$ cat src/rtl/mips_pkg.sv
// Shared MIPS core types and constants.
// Instruction field positions, bubble encoding and fetch FSM states.
package mips_pkg;

   localparam logic [31:0] NOP_INSTR = 32'h0;

   localparam int RS_MSB = 25;
   localparam int RS_LSB = 21;
   localparam int RT_MSB = 20;
   localparam int RT_LSB = 16;

   typedef enum logic [1:0] {
      BOOT  = 2'd0,
      FETCH = 2'd1,
      HOLD  = 2'd2
   } fetch_state_e;

endpackage

$ cat src/rtl/if_id_reg.sv
// Generic pipeline register: load / hold / flush-to-bubble.
// Flush wins over load; reset leaves a bubble.
module if_id_reg
   import mips_pkg::*;
#(
   parameter int ADDR_W = 32
) (
   input  logic              clk,
   input  logic              rst,
   input  logic              load,
   input  logic              flush,
   input  logic [31:0]       instr_in,
   input  logic [ADDR_W-1:0] pc4_in,
   output logic [31:0]       instr,
   output logic [ADDR_W-1:0] pc4,
   output logic              valid
);

   logic [31:0]       instr_q, instr_d;
   logic [ADDR_W-1:0] pc4_q, pc4_d;
   logic              valid_q, valid_d;

   always_comb begin
      instr_d = instr_q;
      pc4_d   = pc4_q;
      valid_d = valid_q;
      if (flush) begin
         instr_d = NOP_INSTR;
         pc4_d   = '0;
         valid_d = 1'b0;
      end else if (load) begin
         instr_d = instr_in;
         pc4_d   = pc4_in;
         valid_d = 1'b1;
      end
   end

   always_ff @(posedge clk or posedge rst) begin
      if (rst) begin
         instr_q <= NOP_INSTR;
         pc4_q   <= '0;
         valid_q <= 1'b0;
      end else begin
         instr_q <= instr_d;
         pc4_q   <= pc4_d;
         valid_q <= valid_d;
      end
   end

   assign instr = instr_q;
   assign pc4   = pc4_q;
   assign valid = valid_q;

endmodule

$ cat src/rtl/fetch_if_id_stage.sv
// Fetch stage + IF/ID register: PC, imem request, stall/branch handling.
// Optional perf counters enabled by FETCH_PERF_CNT_EN.
module fetch_if_id_stage
   import mips_pkg::*;
#(
   parameter logic [31:0] RESET_PC = 32'h0000_0000,
   parameter int          ADDR_W   = 32
) (
   input  logic              clk,
   input  logic              rst,
   input  logic              stall,
   input  logic              branch_taken,
   input  logic [ADDR_W-1:0] branch_target,
   output logic              imem_req,
   output logic [ADDR_W-1:0] imem_addr,
   input  logic              imem_ready,
   input  logic [31:0]       imem_rdata,
   output logic [31:0]       if_id_instr,
   output logic [ADDR_W-1:0] if_id_pc4,
   output logic              if_id_valid,
   output logic [4:0]        if_id_rs,
`ifdef FETCH_PERF_CNT_EN
   output logic [4:0]        if_id_rt,
   output logic [31:0]       perf_stall_cycles,
   output logic [31:0]       perf_bubbles
`else
   output logic [4:0]        if_id_rt
`endif
);

   fetch_state_e      state_q, state_d;
   logic [ADDR_W-1:0] pc_q, pc_d;
   logic [31:0]       hb_instr_q, hb_instr_d;
   logic [ADDR_W-1:0] hb_pc4_q, hb_pc4_d;
   logic              req_q, req_d;

   logic              reg_load;
   logic              reg_flush;
   logic [31:0]       reg_instr;
   logic [ADDR_W-1:0] reg_pc4;
   logic [ADDR_W-1:0] pc_plus4;

   assign pc_plus4 = pc_q + ADDR_W'(4);

   always_comb begin
      state_d    = state_q;
      pc_d       = pc_q;
      hb_instr_d = hb_instr_q;
      hb_pc4_d   = hb_pc4_q;
      reg_load   = 1'b0;
      reg_flush  = 1'b0;
      reg_instr  = imem_rdata;
      reg_pc4    = pc_plus4;
      unique case (state_q)
         BOOT: begin
            state_d = FETCH;
            if (branch_taken) begin
               pc_d      = branch_target;
               reg_flush = 1'b1;
            end
         end
         FETCH: begin
            if (branch_taken) begin
               pc_d      = branch_target;
               reg_flush = 1'b1;
            end else if (imem_ready && !stall) begin
               reg_load = 1'b1;
               pc_d     = pc_plus4;
            end else if (imem_ready) begin
               hb_instr_d = imem_rdata;
               hb_pc4_d   = pc_plus4;
               state_d    = HOLD;
            end else if (!stall) begin
               reg_flush = 1'b1;
            end
         end
         HOLD: begin
            if (branch_taken) begin
               pc_d       = branch_target;
               reg_flush  = 1'b1;
               hb_instr_d = NOP_INSTR;
               hb_pc4_d   = '0;
               state_d    = FETCH;
            end else if (!stall) begin
               reg_load   = 1'b1;
               reg_instr  = hb_instr_q;
               reg_pc4    = hb_pc4_q;
               pc_d       = hb_pc4_q;
               hb_instr_d = NOP_INSTR;
               hb_pc4_d   = '0;
               state_d    = FETCH;
            end
         end
         default: state_d = BOOT;
      endcase
      req_d = (state_d == FETCH);
   end

   always_ff @(posedge clk or posedge rst) begin
      if (rst) begin
         state_q    <= BOOT;
         pc_q       <= RESET_PC[ADDR_W-1:0];
         hb_instr_q <= NOP_INSTR;
         hb_pc4_q   <= '0;
         req_q      <= 1'b0;
      end else begin
         state_q    <= state_d;
         pc_q       <= pc_d;
         hb_instr_q <= hb_instr_d;
         hb_pc4_q   <= hb_pc4_d;
         req_q      <= req_d;
      end
   end

   if_id_reg #(
      .ADDR_W (ADDR_W)
   ) u_if_id (
      .clk      (clk),
      .rst      (rst),
      .load     (reg_load),
      .flush    (reg_flush),
      .instr_in (reg_instr),
      .pc4_in   (reg_pc4),
      .instr    (if_id_instr),
      .pc4      (if_id_pc4),
      .valid    (if_id_valid)
   );

   assign imem_req  = req_q;
   assign imem_addr = pc_q;
   assign if_id_rs  = if_id_instr[RS_MSB:RS_LSB];
   assign if_id_rt  = if_id_instr[RT_MSB:RT_LSB];

`ifdef FETCH_PERF_CNT_EN
   logic [31:0] stall_cnt_q, stall_cnt_d;
   logic [31:0] bub_cnt_q, bub_cnt_d;

   // Both counters stick at all-ones rather than wrapping.
   always_comb begin
      stall_cnt_d = stall_cnt_q;
      bub_cnt_d   = bub_cnt_q;
      if (stall && state_q != BOOT && stall_cnt_q != 32'hFFFF_FFFF)
         stall_cnt_d = stall_cnt_q + 32'd1;
      if (reg_flush && bub_cnt_q != 32'hFFFF_FFFF)
         bub_cnt_d = bub_cnt_q + 32'd1;
   end

   always_ff @(posedge clk or posedge rst) begin
      if (rst) begin
         stall_cnt_q <= '0;
         bub_cnt_q   <= '0;
      end else begin
         stall_cnt_q <= stall_cnt_d;
         bub_cnt_q   <= bub_cnt_d;
      end
   end

   assign perf_stall_cycles = stall_cnt_q;
   assign perf_bubbles      = bub_cnt_q;
`endif

endmodule

$ cat config.mk
export PLATFORM = sky130hd
export DESIGN_NAME = fetch_if_id_stage
export DESIGN_NICKNAME = d
export VERILOG_FILES = /design/src/rtl/mips_pkg.sv /design/src/rtl/if_id_reg.sv /design/src/rtl/fetch_if_id_stage.sv
export SDC_FILE = /design/constraint.sdc
export NUM_CORES = 1
export LEC_CHECK = 0
export ABC_AREA = 0
export CORE_UTILIZATION = 50
export DETAILED_ROUTE_END_ITERATION = 8
export DONT_BUFFER_PORTS = 1
export HOLD_SLACK_MARGIN = 0.06
export PLACE_DENSITY = 0.71
export SLEW_MARGIN = 10
export SYNTH_ARGS = -nofsm -noshare
export SYNTH_HDL_FRONTEND = slang
export SYNTH_HIERARCHICAL = 1
export SYNTH_SLANG_ARGS = --single-unit
$ cat constraint.sdc
create_clock -name clk -period 8.7 [get_ports clk]
set_input_delay 1.74 -clock clk [delete_from_list [all_inputs] [get_ports clk]]
set_output_delay 1.74 -clock clk [all_outputs]
set_load 0.02 [all_outputs]
==> flow_summary.yaml <==
power:
  p_per_area_nw_per_um2: 344
  report.power.total_mw: 3.23
  irDropWorstVdd_mv: 0.173
  power_leakage_nw: 4.02
placement:
  dp.final_hpwl_mm: 14.9
  weighted_congestion_at_the_end_of_routability_driven_global_placement: 0.883
  pre_cts_ws_ns: 4.92
  port_buffers: 0
  placement.cell_area_um2: 8810
  count_of_placed_standard_cells_including_taps: 1049
worst_setup_path:
  worstSetupPathType: "input pin to register"
  worstPathMaxFanout: 89
  r2r-end: "u_if_id/pc4[30]"
  worstRegToRegCells: 8
  end_kind: "register"
  critical_path_data_arrival_time_ns: 3.62
  setup.reg_to_reg.worst_slack_ns: 5.77
  required_ns: 8.99
  worst_reg2reg_startpoint: "imem_addr[2]"
  worst_setup_path_start_kind: "input pin"
timing:
  timing.fmax_mhz: 300
  setup_total_negative_slack_ns: 0
  timing.final.setup_violations: 0
  timing_worst_slew_pin_value_ns: 1.17
  worst_rel_slew_slack: 0.218
  layout_worst_path_cycle_share: 0.383
  finalMaxSlewViolations: 0
  period_needed_ns: 3.33
  hold_violations: 0
  grt_setup_unrepaired: "no"
  timing.clock.skew_ns: 0.0170
  crit_path_setup_slack_layout_ns: 5.37
  worst_slack_on_hold_paths_ns: 0.499
route:
  totalWireLength_mm: 23.5
  drt-wirelength-per-cell_um: 21.7
  detailedRoute.firstIterationViolations: 519
  first_pass_iters: 6
  drc: 0
  detail_route.vias_per_cell: 6.24
  via_count: 6747
  detail-route-antenna-nets: 0
yosys:
  number_of_flops_mapped_to_enable_cells_by_yosys: 0
  synth_seq_cells: 164
  total_number_of_yosys_warnings: 6
  synthesis.instances: 886
  seq_area_frac_synth: 0.468
  mappedNetlistArea_um2: 8780
  async_flop_share: 1.00
  synth_area_per_cell_um2: 9.91
  yosys.cell_types.count: 56
  synth_fp_nets: 960
  synth-main-ff-cell: "sky130_fd_sc_hd__dfrtp_1"
floorplan:
  dieArea_um2: 18100
  floorplan.io_pins: 177
  start_util: 0.509
  die_width_um: 134
  die_height_um: 134
  placementRows: 48
  fp.coreArea_um2: 17200
clock_network:
  clock_path_buffers: 2
  cts_buffers: 17
  cts_sinks: 164
  clock_insertion_delay_worst_skew_ns: 0.42
  post_cts.resized_instances: 0
  htree_num_levels: 4
  post-cts-setup-buffers: 0
  holdBufCountCts: 0
  clock-root-buffer: "sky130_fd_sc_hd__clkbuf_16"
  tritoncts: "done"
  clkSlewWorstSetupHoldPaths_ns: 0.07
cells_and_area:
  most-common-layout-cells: "sky130_fd_sc_hd__dfrtp_1, sky130_fd_sc_hd__nor2_1, sky130_fd_sc_hd__o21ai_0, sky130_fd_sc_hd__mux2i_1, sky130_fd_sc_hd__a22o_1"
  layout-area-overhead-vs-synth_pct: 6.86
  num-fill-cells: 1513
  share_of_final_layout_standard_cells_stronger_than_drive_strength_1: 0.118
  multiInputGateArea_um2: 4260
  final_common_cell: "sky130_fd_sc_hd__dfrtp_1"
  stdcell_count: 1081
  cell_area_after_layout_um2: 9380
  finish.utilization: 0.544
  seqCellArea_um2: 4100
  diodes: 0
  finish.net_count: 917
min_path:
  hold_path_depth: 1
  hp-start: "hb_instr_q[26]"
  min-delay-path-class: "register to register"
  whs_endpoint: "hb_instr_q[26]"
run_status:
  status: "finished clean"
job:
  cap_violations: 0
grt:
  maximum_number_of_pins_on_one_net_before_global_route_repair: 90
  grt_first_pass_wirelength_mm: 37.1
  grt-ovfl-total: 0
  first_global_vias: 6629
  initial_antenna_violation_count: 0
  global_route.usage.total: 0.265
## kinds of logic after synthesis
kind of cell | synth area share
compound gates | 0.183
fa+ha+maj | 0.00713
simple gates | 0.134
xor+xnor | 0.0279
flops | 0.468
buf+inv | 0.0539
mux | 0.126
## where the power goes
part           total (mW)  internal (mW)  switching [mW]
Combinational        1.08          0.427           0.648
Clock               0.735          0.407           0.328
Sequential           1.42           1.00           0.416
## worst max-delay path, stage by stage
cell                       delay (ns)
sky130_fd_sc_hd__nor2b_1         0.41
sky130_fd_sc_hd__nand2b_4        0.69
sky130_fd_sc_hd__mux2_2          0.52
sky130_fd_sc_hd__mux2i_1         0.15
sky130_fd_sc_hd__nor2_1          0.05
## area by class of cell
cell class,instances,share of cell area
Clock buffer,19,0.0472
Clock inverter,13,0.0133
Timing Repair Buffer,14,0.0112
Sequential cell,164,0.438
Tap cell,225,0.0300
Multi-Input combinational cell,630,0.454
Inverter,16,0.00667
## worst max path at each step
stage	endpoint	start	cells after the start	slack (ns)
global route	u_if_id/pc4[8]	branch_taken	5	5.15
global placement	u_if_id/instr[31]	branch_taken	5	5.03
CTS	u_if_id/pc4[7]	branch_taken	5	5.37
floorplan	hb_instr_q[0]	rst	1	4.37
finish	u_if_id/instr[6]	branch_taken	5	5.37
detailed placement	u_if_id/pc4[7]	branch_taken	5	4.92
## state kept, by name, summed over array words and instances, names as in the netlist
name           cells
u_if_id/instr     32
hb_instr_q        32
u_if_id/pc4       32
imem_addr         32
imem_req           1
hb_pc4_q          32
u_if_id/valid      1
state_q            2
## synth_stat cells, types with 2 or more instances
cell type                   number  share of area
sky130_fd_sc_hd__xnor2_1        17          0.017
sky130_fd_sc_hd__nor2_1        138          0.059
sky130_fd_sc_hd__buf_2          17         0.0097
sky130_fd_sc_hd__nor2b_1         5         0.0036
sky130_fd_sc_hd__and3_1          5         0.0036
sky130_fd_sc_hd__clkbuf_1       40          0.017
sky130_fd_sc_hd__a32oi_1         2         0.0020
sky130_fd_sc_hd__nor3b_1         4         0.0034
sky130_fd_sc_hd__o41ai_1         3         0.0030
sky130_fd_sc_hd__o31ai_1         9         0.0077
sky130_fd_sc_hd__a221oi_1        6         0.0060
sky130_fd_sc_hd__o2bb2ai_1       4         0.0040
sky130_fd_sc_hd__a22o_1         58          0.058
sky130_fd_sc_hd__a22oi_1        11         0.0094
sky130_fd_sc_hd__nand2_1        48          0.021
sky130_fd_sc_hd__buf_4          11         0.0094
sky130_fd_sc_hd__inv_1          16         0.0068
sky130_fd_sc_hd__a222oi_1        4         0.0046
sky130_fd_sc_hd__nand3_1        15         0.0086
sky130_fd_sc_hd__o31a_1          5         0.0050
sky130_fd_sc_hd__dfrtp_1       164           0.47
sky130_fd_sc_hd__and4_1          2         0.0020
sky130_fd_sc_hd__mux2i_1        64          0.073
sky130_fd_sc_hd__mux2_2         41          0.053
sky130_fd_sc_hd__a211oi_1        2         0.0017
sky130_fd_sc_hd__o21ai_0        66          0.038
sky130_fd_sc_hd__o41a_1          3         0.0038
sky130_fd_sc_hd__o22ai_1         5         0.0036
sky130_fd_sc_hd__a31oi_1         4         0.0029
sky130_fd_sc_hd__buf_8           5         0.0086
sky130_fd_sc_hd__xor2_1         11          0.011
sky130_fd_sc_hd__nand2b_1        2         0.0014
sky130_fd_sc_hd__nor4_1          6         0.0043
sky130_fd_sc_hd__a32o_1          2         0.0023
sky130_fd_sc_hd__nor3_1          8         0.0046
sky130_fd_sc_hd__a21oi_1        50          0.029
sky130_fd_sc_hd__nand4_1         8         0.0057
sky130_fd_sc_hd__and2_1          3         0.0021
sky130_fd_sc_hd__ha_1            5         0.0071
## per-layer routing
layer  track usage  share of wire  up-vias  wire length (µm)
li1              -              -     3096                 -
met1         0.354           0.42     3334              9920
met2         0.412           0.46      292             10900
met3        0.0856           0.10       25              2360
met4        0.0768          0.015        0               349
met5             0              0        -                 0
(Power assumes the default switching activity.)
